**src/rtl/corr_pkg.sv**
```systemverilog
// corr_pkg: shared widths and pio_word bit positions for the correlator result path
package corr_pkg;
  localparam int CORR_TIM_W = 14;
  localparam int CORR_FIFO_DEPTH = 8;
  localparam int OVF_BIT = CORR_TIM_W + 1;
  localparam int VALID_BIT = CORR_TIM_W;
endpackage

```
**src/rtl/corr_sync_fifo.sv**
```systemverilog
// corr_sync_fifo: W x DEPTH synchronous FIFO with first-word-fall-through head, zero when empty
module corr_sync_fifo #(
  parameter int W = 14,
  parameter int DEPTH = 8
) (
  input  logic                     clk,
  input  logic                     rst,
  input  logic                     push_i,
  input  logic                     pop_i,
  input  logic [W-1:0]             din_i,
  output logic [W-1:0]             head_o,
  output logic                     full_o,
  output logic                     empty_o,
  output logic [$clog2(DEPTH):0]   count_o
);
  localparam int AW = $clog2(DEPTH);
  logic [W-1:0] mem_q [DEPTH];
  logic [AW-1:0] wptr_q, rptr_q;
  logic [AW:0] count_q;
  logic wr, rd;
  assign full_o = count_q == (AW+1)'(DEPTH);
  assign empty_o = count_q == '0;
  assign count_o = count_q;
  assign rd = pop_i & ~empty_o;
  // When full, a same-cycle pop frees the slot the push lands in
  assign wr = push_i & (~full_o | rd);
  assign head_o = empty_o ? '0 : mem_q[rptr_q];
  always_ff @(posedge clk)
    if (wr) mem_q[wptr_q] <= din_i;
  always_ff @(posedge clk) begin
    if (rst) begin
      wptr_q <= '0;
      rptr_q <= '0;
      count_q <= '0;
    end else begin
      if (wr) wptr_q <= wptr_q + AW'(1);
      if (rd) rptr_q <= rptr_q + AW'(1);
      count_q <= count_q + (AW+1)'(wr) - (AW+1)'(rd);
    end
  end
endmodule

```
**src/rtl/corr_result_fifo.sv**
```systemverilog
// corr_result_fifo: queues correlator results on rdy rising edges and presents {ovf, valid, head} to the PIO,
// popping one entry per ack_tgl level change
module corr_result_fifo
  import corr_pkg::*;
#(
  parameter int W = CORR_TIM_W,
  parameter int DEPTH = CORR_FIFO_DEPTH
) (
  input  logic                    clk,
  input  logic                    rst,
  input  logic                    rdy,
  input  logic [W-1:0]            tim,
  input  logic                    ack_tgl,
  input  logic                    clr_ovf,
  output logic [W+1:0]            pio_word,
  output logic [$clog2(DEPTH):0]  count
);
  logic rdy_q, ack_q, ovf_q, ovf_d;
  logic push, pop, full, empty, valid;
  logic [W-1:0] head;
  assign valid = ~empty;
  assign push = rdy & ~rdy_q;
  assign pop = (ack_tgl ^ ack_q) & valid;
  assign ovf_d = (push & full & ~pop) ? 1'b1 : clr_ovf ? 1'b0 : ovf_q;
  assign pio_word = {ovf_q, valid, head};
  // Edge/toggle references track their inputs even in reset so release causes no spurious event
  always_ff @(posedge clk) begin
    rdy_q <= rdy;
    ack_q <= ack_tgl;
    ovf_q <= rst ? 1'b0 : ovf_d;
  end
  corr_sync_fifo #(.W(W), .DEPTH(DEPTH)) u_fifo (
    .clk(clk),
    .rst(rst),
    .push_i(push),
    .pop_i(pop),
    .din_i(tim),
    .head_o(head),
    .full_o(full),
    .empty_o(empty),
    .count_o(count)
  );
endmodule

```
**config.mk**
```make
export PLATFORM = sky130hd
export DESIGN_NAME = corr_result_fifo
export DESIGN_NICKNAME = d
export VERILOG_FILES = /design/src/rtl/corr_pkg.sv /design/src/rtl/corr_sync_fifo.sv /design/src/rtl/corr_result_fifo.sv
export SDC_FILE = /design/constraint.sdc
export NUM_CORES = 1
export LEC_CHECK = 0
export CAP_MARGIN = 20
export CORE_UTILIZATION = 55
export CTS_CLUSTER_SIZE = 30
export DETAILED_ROUTE_END_ITERATION = 6
export GPL_ROUTABILITY_DRIVEN = 1
export HOLD_SLACK_MARGIN = 0.06
export PLACE_DENSITY = 0.76
export SETUP_SLACK_MARGIN = 0.5
export SLEW_MARGIN = 20
export SYNTH_ARGS = -nofsm -noshare
export SYNTH_HDL_FRONTEND = slang
export SYNTH_HIERARCHICAL = 1
export SYNTH_SLANG_ARGS = --single-unit
```
**constraint.sdc**
```tcl
create_clock -name clk -period 4.09 [get_ports clk]
set_input_delay 0.6135 -clock clk [delete_from_list [all_inputs] [get_ports clk]]
set_output_delay 0.6135 -clock clk [all_outputs]
set_load 0.03 [all_outputs]
```
==> impl_results.md <==
- Final Hold Viols: 0
- Post-Route Skew: 0.00855 ns
- Post-synth EDFFs: 112
- Number of global-route vias before repair: ~2,700
- Crit path kind: register to primary output
- Post-DR vias/cell: 5.73
- Grt total ovfl: 0
- Hold WC Path Type: register to register
- Sw frac: 0.290
- Post-Route WL: 9000 um
- Post-route ant nets: 0
- Synth Cell Area: 0.00503 sq mm
- Maxcap violations: 0
- Share of post-route cells with drive strength above 1: 0.253
- CP Launch Type: register
- Post-route setup slack: 0.769 ns
- Violated checks: DRC
- Ys flop type: edfxtp_1
- Ys Warns: 6
- Inserted Clock Buffers: 17
- Worst hold path startpoint: ovf_q
- Top Layer Used: met4
- 1st-iter DRT viols: 139
- Num rows: 34
- Setup TNS: 0 ns
- Critical Path RT: roughly 3.5 ns
- Cell chain of the critical path: inv_1 > ha_1 > or3b_1 > and2_1 > a22o_1 > clkdlybuf4s50_1
- Initial core utilization: 0.571
- FMAX: 301 MHz
- HPWL after detailed placement: 5310 um
- Placer Congestion: between 0.7 and 0.8
- Worst setup EP type: primary output
- CTS root buf: clkbuf_8
- Number of diodes: 0
- CTS Buffer Depth: 2
- Reg-to-Reg End: u_fifo/mem_q[6][8]
- Setup crit end: pio_word[10]
- Int Power: 2840 uW
- First-pass GRT wire length: between 10,000 and 15,000 um
- Tcrit/Tclk final: 0.812
- Met2 Wirelength: 4570 um
- FF-to-FF path depth: 9
- Register area share after synthesis: 0.732
- Die H: 97.6 um
- Combinational power share: 0.275
- Largest net degree at the start of global routing: 29
- Worst EP arrival: 2.71 ns
- Max VDD drop: 0.000418 V
- Reg2reg start: u_fifo/count_o[2]
- I/O pins: 39
- DRC: 4
- Top-count cell post-synth: edfxtp_1
- Power Dens Cells: 647 mW/mm^2
- Pre-CTS WS: 0.891 ns
- Die Footprint: 0.00953 sq mm
- Syn_nets: 286
- Clock-pin slew on the worst setup and hold paths: 0.06 ns
- RSZ-0062 raised after global routing: no
- Synth unique cells: 37
- Post-synth top area share: 0.668
- Die width: 97.6 um
- Sequential share of power: 0.386
- Routed length per instance: 20.5 um
- Antenna violations before repair: 0
- Largest stage delay on the critical path: 0.60 ns
- Ys async rst share: 0
- Max Slew Vio Count: 0
- Switch Pwr: roughly 1200 uW
- Vias: 2,523
- Post-cts gate resize count: 2
- Metal-1 WL: approximately 3800 um
- CP startpoint: u_fifo/count_o[2]
- Slowest CP cell: clkdlybuf4s50_1
- Met3 WL post-DR: 470 um
- Area leader, netlist: edfxtp_1
- Final min period: 3.32 ns
- Fin Hold WS: 0.498 ns
- FF-to-FF setup slack: 1.18 ns
- Nets@finish: 346
- Synth Instances: 259
- Status: complete, but fails checks
- Core ar.: roughly 0.0088 sq mm
- CTS tree: built
- Htree depth: 4
- # hold bufs at CTS: 0
- Clk sinks: about 130
- Lkg Pwr: 0.00217 uW
- DRT Pass-1 Iters: 6
- Clock power share: 0.340
- Synth-to-layout area growth: 23.0%
- Top cells by count, synth: 112 x edfxtp_1, 28 x mux4_2, 16 x dfxtp_1, 14 x a22o_1, 11 x inv_1
- Cell total after placement: 408
- Post-Layout Cell Count: 440
- Slew margin rel.: 0.545
- Port Buf Inserts: 38
- Post-CTS setup buffers: 0
- Synth Register Bits: roughly 130
- Top cells by area, synth: edfxtp_1 67%, mux4_2 13%, dfxtp_1 6.4%
- Avg Inst Size Synth: 19.4 sq um
- Final setup viols: 0
- Worst skew pair latency: 0.52 ns
- Worst-Margin Slew: 0.675 ns
- Aggregate global-route resource usage: 0.211
- Crit Path Max Fanout: 7
registers in the layout (all words and copies together), names as in the netlist, named ones only:
register	flops
ovf_q	1
u_fifo/count_o	4
ack_q	1
u_fifo/rptr_q	3
rdy_q	1
u_fifo/mem_q	112
u_fifo/wptr_q	3
layout make-up:
cell class | instances | area [sq um]
clock buffer | 19 | 422
clock inverter | 13 | 121
fill | 530 | 2620
inverter | 11 | 41.3
multi-input combinational | 108 | 1270
sequential | 128 | 3690
tap | 108 | 135
timing repair buffer | 53 | 513
per-stage QoR:
stage,area [sq um],total power [uW],utilization
final,6190,4000,0.702
after global routing,6190,4170,0.702
after CTS,6160,4030,0.699
after detailed placement,5610,2670,0.637
after global placement,5610,2660,0.637
after floorplan,5030,2310,-
cells in the final DEF (no fill, tap or decap), types with 2 or more instances in the layout:
master           synthesis  layout
nand2_1                  2       2
o21ai_0                  4       4
dlymetal6s2s_1           0       8
buf_4                    4      15
clkbuf_16                0      16
bufinv_16                0       2
nand2b_1                 4       4
nand3_1                  3       3
dfxtp_1                 16      15
ha_1                     7       7
nor2b_1                  5       5
clkbuf_1                 2       2
clkinvlp_4               0       4
clkinv_2                 0       4
mux4_2                  28      28
clkdlybuf4s50_1          0      30
nor3_2                   0       4
a21oi_1                  4       4
a22o_1                  14      14
clkinv_1                 0       3
or3b_1                   2       2
edfxtp_1               112     112
or3_1                    2       2
inv_1                   11      10
o211ai_1                 2       2
nor2_1                   9       8
mux2_2                   3       3
worst max-delay path: cells and delay by family (launching register included):
kind | cells | cell delay, ns
and+or+nand+nor | 2 | 0.73
buffers and inverters | 2 | 0.70
DFF | 1 | 0.30
AOI/OAI and AO/OA | 1 | 0.28
adders and majority gates | 1 | 0.17
logic make-up after synthesis:
logic type                 count (synthesis)  share of synthesized area
DFF                                      128                      0.732
and+or+nand+nor                           38                     0.0428
muxes                                     32                      0.134
AOI/OAI and AO/OA                         28                     0.0433
buffers and inverters                     23                     0.0229
adders and majority gates                  8                     0.0214
xor gates and xnor gates                   2                    0.00348
power groups by stage:
| stage | Sequential (uW) | Combinational [uW] | Clock [uW] |
|---|---|---|---|
| 6_report | 1540 | 1100 | 1360 |
| 5_1_grt | 1550 | 1180 | 1440 |
| 4_1_cts | 1540 | 1110 | 1380 |
| 3_5_place_dp | 1570 | 1100 | 0 |
| 3_3_place_gp | 1570 | 1090 | 0 |
| 2_1_floorplan | 1560 | 751 | 0 |
how the worst min path moves through the flow:
stage               depth (start not counted)  endpoint  slack [ns]
CTS                                         2     ovf_q        0.50
global route                                2     ovf_q        0.52
finish                                      2     ovf_q        0.50
global placement                            2     ovf_q        0.48
detailed placement                          2     ovf_q        0.49
floorplan                                   2     ovf_q        0.47
metal layers:
metal  global-route usage  vias up
met5                    0        -
met2                0.338       70
met1                0.262     1277
met4               0.0874        0
li1                     -     1165
met3               0.0748       11
Power figures use the tool's default switching activity.
